--- config.mk ---
export PLATFORM = sky130hd
export DESIGN_NAME = md_unit
export DESIGN_NICKNAME = d
export VERILOG_FILES = /design/src/rtl/md_pkg.sv /design/src/rtl/md_busy_ctr.sv /design/src/rtl/md_unit.sv
export SDC_FILE = /design/constraint.sdc
export NUM_CORES = 2
export LEC_CHECK = 0
export BUFFER_PORTS_ARGS = -buffer_cell sky130_fd_sc_hd__buf_2
export CAP_MARGIN = 20
export CORE_AREA = 5 5 206 407
export DETAILED_ROUTE_END_ITERATION = 10
export DIE_AREA = 0 0 211 412
export PLACE_DENSITY = 0.84
export SLEW_MARGIN = 20
export SYNTH_ARGS = -nofsm -noshare
export SYNTH_HDL_FRONTEND = slang
export SYNTH_SLANG_ARGS = --single-unit
--- constraint.sdc ---
create_clock -name clk -period 3.15 [get_ports clk]
set_input_delay 0.4725 -clock clk [delete_from_list [all_inputs] [get_ports clk]]
set_output_delay 0.4725 -clock clk [all_outputs]
set_load 0.005 [all_outputs]
--- src/rtl/md_pkg.sv ---
// Shared multiply/divide definitions: op encodings, default latencies,
// busy-counter width and the packed {hi,lo} result bundle.
package md_pkg;

  localparam logic [3:0] MD_NONE  = 4'd0;
  localparam logic [3:0] MD_MULT  = 4'd1;
  localparam logic [3:0] MD_MULTU = 4'd2;
  localparam logic [3:0] MD_DIV   = 4'd3;
  localparam logic [3:0] MD_DIVU  = 4'd4;
  localparam logic [3:0] MD_MTHI  = 4'd5;
  localparam logic [3:0] MD_MTLO  = 4'd6;

  localparam int MD_MULT_CYCLES = 5;
  localparam int MD_DIV_CYCLES  = 10;
  localparam int MD_CNT_W       = 8;

  typedef struct packed {
    logic [31:0] hi;
    logic [31:0] lo;
  } md_res_t;

endpackage

--- src/rtl/md_busy_ctr.sv ---
// Loadable down-counter: busy while nonzero, done in the last busy cycle.
// Ports: clk, reset (async low), load, load_val -> busy, done.
module md_busy_ctr
  import md_pkg::*;
#(
  parameter int W = MD_CNT_W
) (
  input  logic         clk,
  input  logic         reset,
  input  logic         load,
  input  logic [W-1:0] load_val,
  output logic         busy,
  output logic         done
);

  logic [W-1:0] cnt;

  always_ff @(posedge clk or negedge reset) begin
    if (!reset) begin
      cnt <= '0;
    end else if (load) begin
      cnt <= load_val;
    end else if (cnt != '0) begin
      cnt <= cnt - W'(1);
    end
  end

  assign busy = (cnt != '0);
  // Final busy cycle: the edge closing it moves 1->0 and commits HI/LO.
  assign done = (cnt == W'(1));

endmodule

--- src/rtl/md_unit.sv ---
// Execute-stage mult/div unit owning HI/LO, with busy-counter latency.
// Ports: clk, reset, E_md_op, E_RD1, E_RD2, D_md_use -> start, busy,
// md_stall, HI, LO. Divide support is compiled only with MD_DIV_EN.
module md_unit
  import md_pkg::*;
#(
  parameter int MULT_CYCLES = MD_MULT_CYCLES,
  parameter int DIV_CYCLES  = MD_DIV_CYCLES
) (
  input  logic        clk,
  input  logic        reset,
  input  logic [3:0]  E_md_op,
  input  logic [31:0] E_RD1,
  input  logic [31:0] E_RD2,
  input  logic        D_md_use,
  output logic        start,
  output logic        busy,
  output logic        md_stall,
  output logic [31:0] HI,
  output logic [31:0] LO
);

  logic                is_mul;
  logic                is_div;
  logic                done;
  logic [63:0]         ext_a;
  logic [63:0]         ext_b;
  logic [63:0]         prod;
  logic [MD_CNT_W-1:0] load_val;
  md_res_t             res;
  md_res_t             pend;

  always_comb begin
    is_mul = (E_md_op == MD_MULT) || (E_md_op == MD_MULTU);
`ifdef MD_DIV_EN
    is_div = (E_md_op == MD_DIV) || (E_md_op == MD_DIVU);
`else
    is_div = 1'b0;
`endif
  end

  assign start    = (is_mul | is_div) & ~busy;
  assign md_stall = D_md_use & (start | busy);
  assign load_val = is_mul ? MD_CNT_W'(MULT_CYCLES)
                           : MD_CNT_W'(DIV_CYCLES);

  // Low 64 bits of an extended product are exact for both signednesses.
  always_comb begin
    if (E_md_op == MD_MULT) begin
      ext_a = {{32{E_RD1[31]}}, E_RD1};
      ext_b = {{32{E_RD2[31]}}, E_RD2};
    end else begin
      ext_a = {32'd0, E_RD1};
      ext_b = {32'd0, E_RD2};
    end
    prod = ext_a * ext_b;
  end

`ifdef MD_DIV_EN
  logic        sgn;
  logic [31:0] ma;
  logic [31:0] mb;
  logic [31:0] uq;
  logic [31:0] ur;
  logic [31:0] q;
  logic [31:0] r;

  // Signed divide via magnitudes: no signed overflow on 0x80000000/-1.
  always_comb begin
    sgn = (E_md_op == MD_DIV);
    ma  = (sgn && E_RD1[31]) ? -E_RD1 : E_RD1;
    mb  = (sgn && E_RD2[31]) ? -E_RD2 : E_RD2;
    uq  = (mb == '0) ? '0 : ma / mb;
    ur  = (mb == '0) ? '0 : ma % mb;
    q   = (sgn && (E_RD1[31] ^ E_RD2[31])) ? -uq : uq;
    r   = (sgn && E_RD1[31]) ? -ur : ur;
  end
`endif

  always_comb begin
    res = {prod[63:32], prod[31:0]};
`ifdef MD_DIV_EN
    // Divide by zero still runs full latency but recommits old HI/LO.
    if (is_div) begin
      res = (E_RD2 == '0) ? {HI, LO} : {r, q};
    end
`endif
  end

  md_busy_ctr #(.W(MD_CNT_W)) u_ctr (
    .clk      (clk),
    .reset    (reset),
    .load     (start),
    .load_val (load_val),
    .busy     (busy),
    .done     (done)
  );

  always_ff @(posedge clk or negedge reset) begin
    if (!reset) begin
      HI   <= '0;
      LO   <= '0;
      pend <= '0;
    end else begin
      if (start) begin
        pend <= res;
      end
      if (done) begin
        HI <= pend.hi;
        LO <= pend.lo;
      end else if (!busy) begin
        unique case (E_md_op)
          MD_MTHI: HI <= E_RD1;
          MD_MTLO: LO <= E_RD1;
          default: ;
        endcase
      end
    end
  end

endmodule

==> results of run 1 <==
per-stage QoR:
stage / instance area [µm²] / TNS (ns) / hold WS [ns]
floorplan: 55030 / -250.22 / 0.1769
global placement: 61000 / -305.37 / 0.4505
detailed placement: 61000 / -311.35 / 0.4622
CTS: 63770 / -269.47 / 0.1024
synth_stat cells (5+ instances only):
cell type,instances
nand4_1,20
o21ai_0,91
mux2i_1,69
o211ai_1,8
nor3b_1,6
a21o_1,39
a31oi_1,6
nand2_1,756
a211o_1,5
nand2b_1,8
a21oi_1,137
nor3_1,13
or3_1,7
xnor2_1,91
ha_1,319
buf_1,10
o21bai_1,16
dfrtp_1,136
buf_4,6
o21a_1,9
and2_1,436
xor2_1,33
fa_1,1412
nor2_1,115
nand3_1,23
inv_1,1463
clkbuf_1,272
o31ai_1,5
nor2b_1,7
and3_1,31
a211oi_1,13
a21boi_0,6
cells by family after synthesis:
family | Yosys count | share of synthesized area [%]
AOI/OAI and AO/OA | 359 | 4.086
xor gates and xnor gates | 124 | 2.046
adders and majority gates | 1731 | 60.78
buffers and inverters | 1756 | 12.50
DFF | 136 | 6.413
muxes | 70 | 1.323
and+or+nand+nor | 1439 | 12.85
metal layers:
metal | track usage [%] | overflow
met5 | 4.253 | 0
met4 | 66.70 | 1
met3 | 29.76 | 0
met2 | 84.22 | 5
met1 | 50.08 | 0
what timing repair did:
action	4_1_cts
gates cloned	3
setup endpoints to repair	60
pin swaps	201
gates resized for setup	417
setup buffers	64
==> impl_metrics.env, run 1 <==
export IMPL_status="stopped before the end"
export IMPL_failing_step="5_1_grt"
export IMPL_error_line="[ERROR GRT-0232] Routing congestion too high. Check the congestion heatmap in the GUI."
export IMPL_synth_nets=7417
export IMPL_initial_utilization_pct=66.18
export IMPL_io_pins=138
export IMPL_syn_area_um2=53070
export IMPL_async_flop_share_pct=100.0
export IMPL_synth_area_top_cells="fa_1 (53%), inv_1 (10%), ha_1 (7.5%)"
export IMPL_dp_cells=7253
export IMPL_cts_buffer_depth=2
export IMPL_gp_routability_congestion=1.127
export IMPL_rows=147
export IMPL_synth_cells=5615
export IMPL_ys_types=55
export IMPL_yosys_register_bits=136
export IMPL_synth_largest_area_cell="fa_1"
export IMPL_htree_num_levels=4
export IMPL_track_usage_pct=56.97
export IMPL_synth_top_area_share_pct=53.26
export IMPL_yosysWarnings=0
export IMPL_hold_buffers=0
export IMPL_grt_max_degree=105
export IMPL_pre_cts_ws_ns=-6.525
export IMPL_cts_root_buf="clkbuf_16"
export IMPL_hpwl_mm=166.2
export IMPL_yosysSeqAreaShare_pct=6.413
export IMPL_grt_overflow_total=6
export IMPL_die_w_um=211
export IMPL_io_buffers=137
export IMPL_synth_edff_count=0
export IMPL_avgSynthCellArea_um2=9.452
export IMPL_worst_ep_kind="register input"
export IMPL_die_h_um=412
export IMPL_cts_num_sinks=136
export IMPL_synthFlopType="dfrtp_1"
export IMPL_numCtsBuffers=17
export IMPL_crit_endpoint="pend[60]$_DFFE_PN0P_/D"
==> run 2, diff against run 1 <==
- CORE_AREA: 5 5 206 407 -> 5 5 371 373
- DIE_AREA: 0 0 211 412 -> 0 0 376 378
- PLACE_DENSITY: 0.84 -> default
- PLACE_DENSITY_LB_ADDON: default -> 0.15
==> run 2 against run 1 <==
Compared with the run above:
- the flow now finishes, with violations (negative setup slack)
- synthesized cell count is the same
- synthesized area is the same
==> impl_metrics.env, run 2 <==
export IMPL_status="finished with violations"
export IMPL_violations="negative setup slack"
export IMPL_rows=135
export IMPL_initial_utilization_pct=39.52
export IMPL_die_w_um=376
export IMPL_cp_max_fo=7
export IMPL_dp_cells=7972
export IMPL_synthFlopType="dfrtp_1"
export IMPL_syn_area_um2=53070
export IMPL_wl_per_cell_um=22.00
export IMPL_ys_types=55
export IMPL_coreArea_um2=134300
export IMPL_cts_num_sinks=136
export IMPL_synth_top_family_by_area="adder cells"
export IMPL_async_flop_share_pct=100.0
export IMPL_synth_xor_area_share_pct=2.046
export IMPL_viasPerCell=4.879
export IMPL_regMostFlops="pend"
export IMPL_cts_buffer_depth=2
export IMPL_yosysSeqAreaShare_pct=6.413
export IMPL_yosys_register_bits=136
export IMPL_instances_no_fill=8112
export IMPL_dr_pass1_iters=5
export IMPL_syn2layout_area_growth_pct=24.40
export IMPL_maxSlewHeadroom_pct=60.41
export IMPL_synth_area_top_cells="fa_1 (53%), inv_1 (10%), ha_1 (7.5%)"
export IMPL_grt_setup_unrepaired="true"
export IMPL_grt_max_degree=59
export IMPL_drt_iter0_drc=2441
export IMPL_worst_path_largest_cell_delay_ns=0.54
export IMPL_synth_nets=7417
export IMPL_largest_reg_flops=64
export IMPL_synth_largest_area_cell="fa_1"
export IMPL_synth_compound_area_share_pct=4.086
export IMPL_synth_cells=5615
export IMPL_synth_top_area_share_pct=53.26
export IMPL_synth_edff_count=0
export IMPL_r2r_cells=8
export IMPL_drive_gt1_share_pct=23.27
export IMPL_synthAdderAreaFrac_pct=60.78
export IMPL_die_h_um=378
export IMPL_grt_pass1_vias=43148
export IMPL_final_setup_tns_ns=-259.88
export IMPL_vias=39579
export IMPL_routed_wl_mm=178.4
export IMPL_io_buffers=137
export IMPL_most_common_layout_cells="inv_1 (1380), fa_1 (1320), nand2_1 (710)"
export IMPL_clkLatencyLatePin_ns=0.43
export IMPL_ant_nets=0
export IMPL_yosys_mux_area_fraction_pct=1.323
export IMPL_grt_overflow_total=0
export IMPL_grt_pass1_wl_mm=271.5
export IMPL_layout_setup_ws_ns=-5.673
export IMPL_cts_root_buf="clkbuf_16"
export IMPL_nets=8111
export IMPL_cap_violations=0
export IMPL_largestRegisters="pend x64, HI x32, LO x32"
export IMPL_cpMaxStageDelayCell="fa_1"
export IMPL_synth_most_common_cell="inv_1"
export IMPL_tightest_slew_ns=0.5939
export IMPL_numCtsBuffers=17
export IMPL_cts_tree="yes"
export IMPL_clock_skew_ns=0.005008
export IMPL_worstSetupPathType="input port to flip-flop"
export IMPL_period_share_pct=280.1
export IMPL_yosysWarnings=0
export IMPL_maxSlewViolCount=0
export IMPL_gp_routability_congestion=0.9180
export IMPL_path_clk_slew_ns=0.06
export IMPL_antenna_found_initial=16
export IMPL_htree_num_levels=4
export IMPL_drc=0
export IMPL_start_kind="input port"
export IMPL_cp_end_kind="flip-flop"
export IMPL_final_common_cell="inv_1"
export IMPL_final_hold_violation_count=0
export IMPL_cp_data_arrival_time_ns=9.14
export IMPL_io_pins=138
export IMPL_hold_buffers=0
export IMPL_setup_violations_final=59
export IMPL_crit_required_ns=3.46
export IMPL_track_usage_pct=25.60
export IMPL_synth_common_cells="inv_1 (1463), fa_1 (1412), nand2_1 (756), and2_1 (436), ha_1 (319)"
export IMPL_fin_util_pct=49.16
export IMPL_dieArea_um2=142100
export IMPL_worstHoldPathType="input port to asynchronous set/reset pin"
export IMPL_crit_top_cell="fa_1"
export IMPL_pre_cts_ws_ns=-6.353
export IMPL_avgSynthCellArea_um2=9.452
export IMPL_hpwl_mm=154.3
export IMPL_fmax_mhz=113.3
export IMPL_synth_simple_gate_area_share_pct=12.85
export IMPL_finalCriticalPeriod_ns=8.823
[run 2: worst paths after layout]
kind / from / end / slack (ns)
setup / recovery: E_md_op[0] / pend[62] / -5.67
hold / removal: reset / pend[61] / 0.01
setup reg to reg: u_ctr.cnt[5] / pend[49] / 0.35
hold reg to reg: pend[2] / pend[2] / 0.47
max in group asynchronous: reset / HI[21] / 2.34
min in group clk: pend[2] / pend[2] / 0.47
[run 2: metal layers]
| metal | GRT usage, % | wire length [µm] | vias to the layer above |
|---|---|---|---|
| met2 | 38.80 | 78350 | 1179 |
| met3 | 7.725 | 17200 | 144 |
| met1 | 37.12 | 79480 | 20707 |
| met4 | 4.048 | 3328 | 12 |
| met5 | 0 | 79 | - |
| li1 | - | - | 17537 |
[run 2: final cells by class]
| type | instances | area, µm² |
|---|---|---|
| fillers | 12615 | 68270 |
| flip-flops and latches | 136 | 3403 |
| inverters | 1463 | 5502 |
| clock buffers | 19 | 442.9 |
| clock inverters | 13 | 146.4 |
| multi-input cells | 3724 | 45540 |
| repair buffers | 967 | 8735 |
| well taps | 1781 | 2228 |
| diodes | 9 | 22.52 |
[run 2: kinds of logic after synthesis]
| kind of cell | count (synthesis) |
|---|---|
| muxes | 70 |
| xor gates and xnor gates | 124 |
| DFF | 136 |
| AOI/OAI and AO/OA | 359 |
| and+or+nand+nor | 1439 |
| buffers and inverters | 1756 |
| adders and majority gates | 1731 |
[run 2: timing repair]
item	CTS	global route
hold endpoints to repair	0	0
setup endpoints to repair	60	61
gates cloned	3	4
buffers inserted	70	42
pin swaps	150	124
resized for setup	436	209
[run 2: worst max-delay path, delay by kind of cell]
| kind | cells | cell delay, ns |
|---|---|---|
| adders and majority gates | 11 | 5.14 |
| muxes | 1 | 0.19 |
| and+or+nand+nor | 8 | 1.49 |
| AOI/OAI and AO/OA | 5 | 0.95 |
| buffers and inverters | 11 | 0.88 |
[run 2: per-stage QoR]
step	cell area, µm²	hold slack, ns
floorplan	55030	0.1769
global placement	61950	0.4524
detailed placement	61950	0.4622
CTS	64850	0.01946
global route	66000	0.04806
finish	66020	0.01332
Power of run 2 is not shown: default switching activity piles up to over one toggle a cycle in this logic, so the estimate is an artifact.
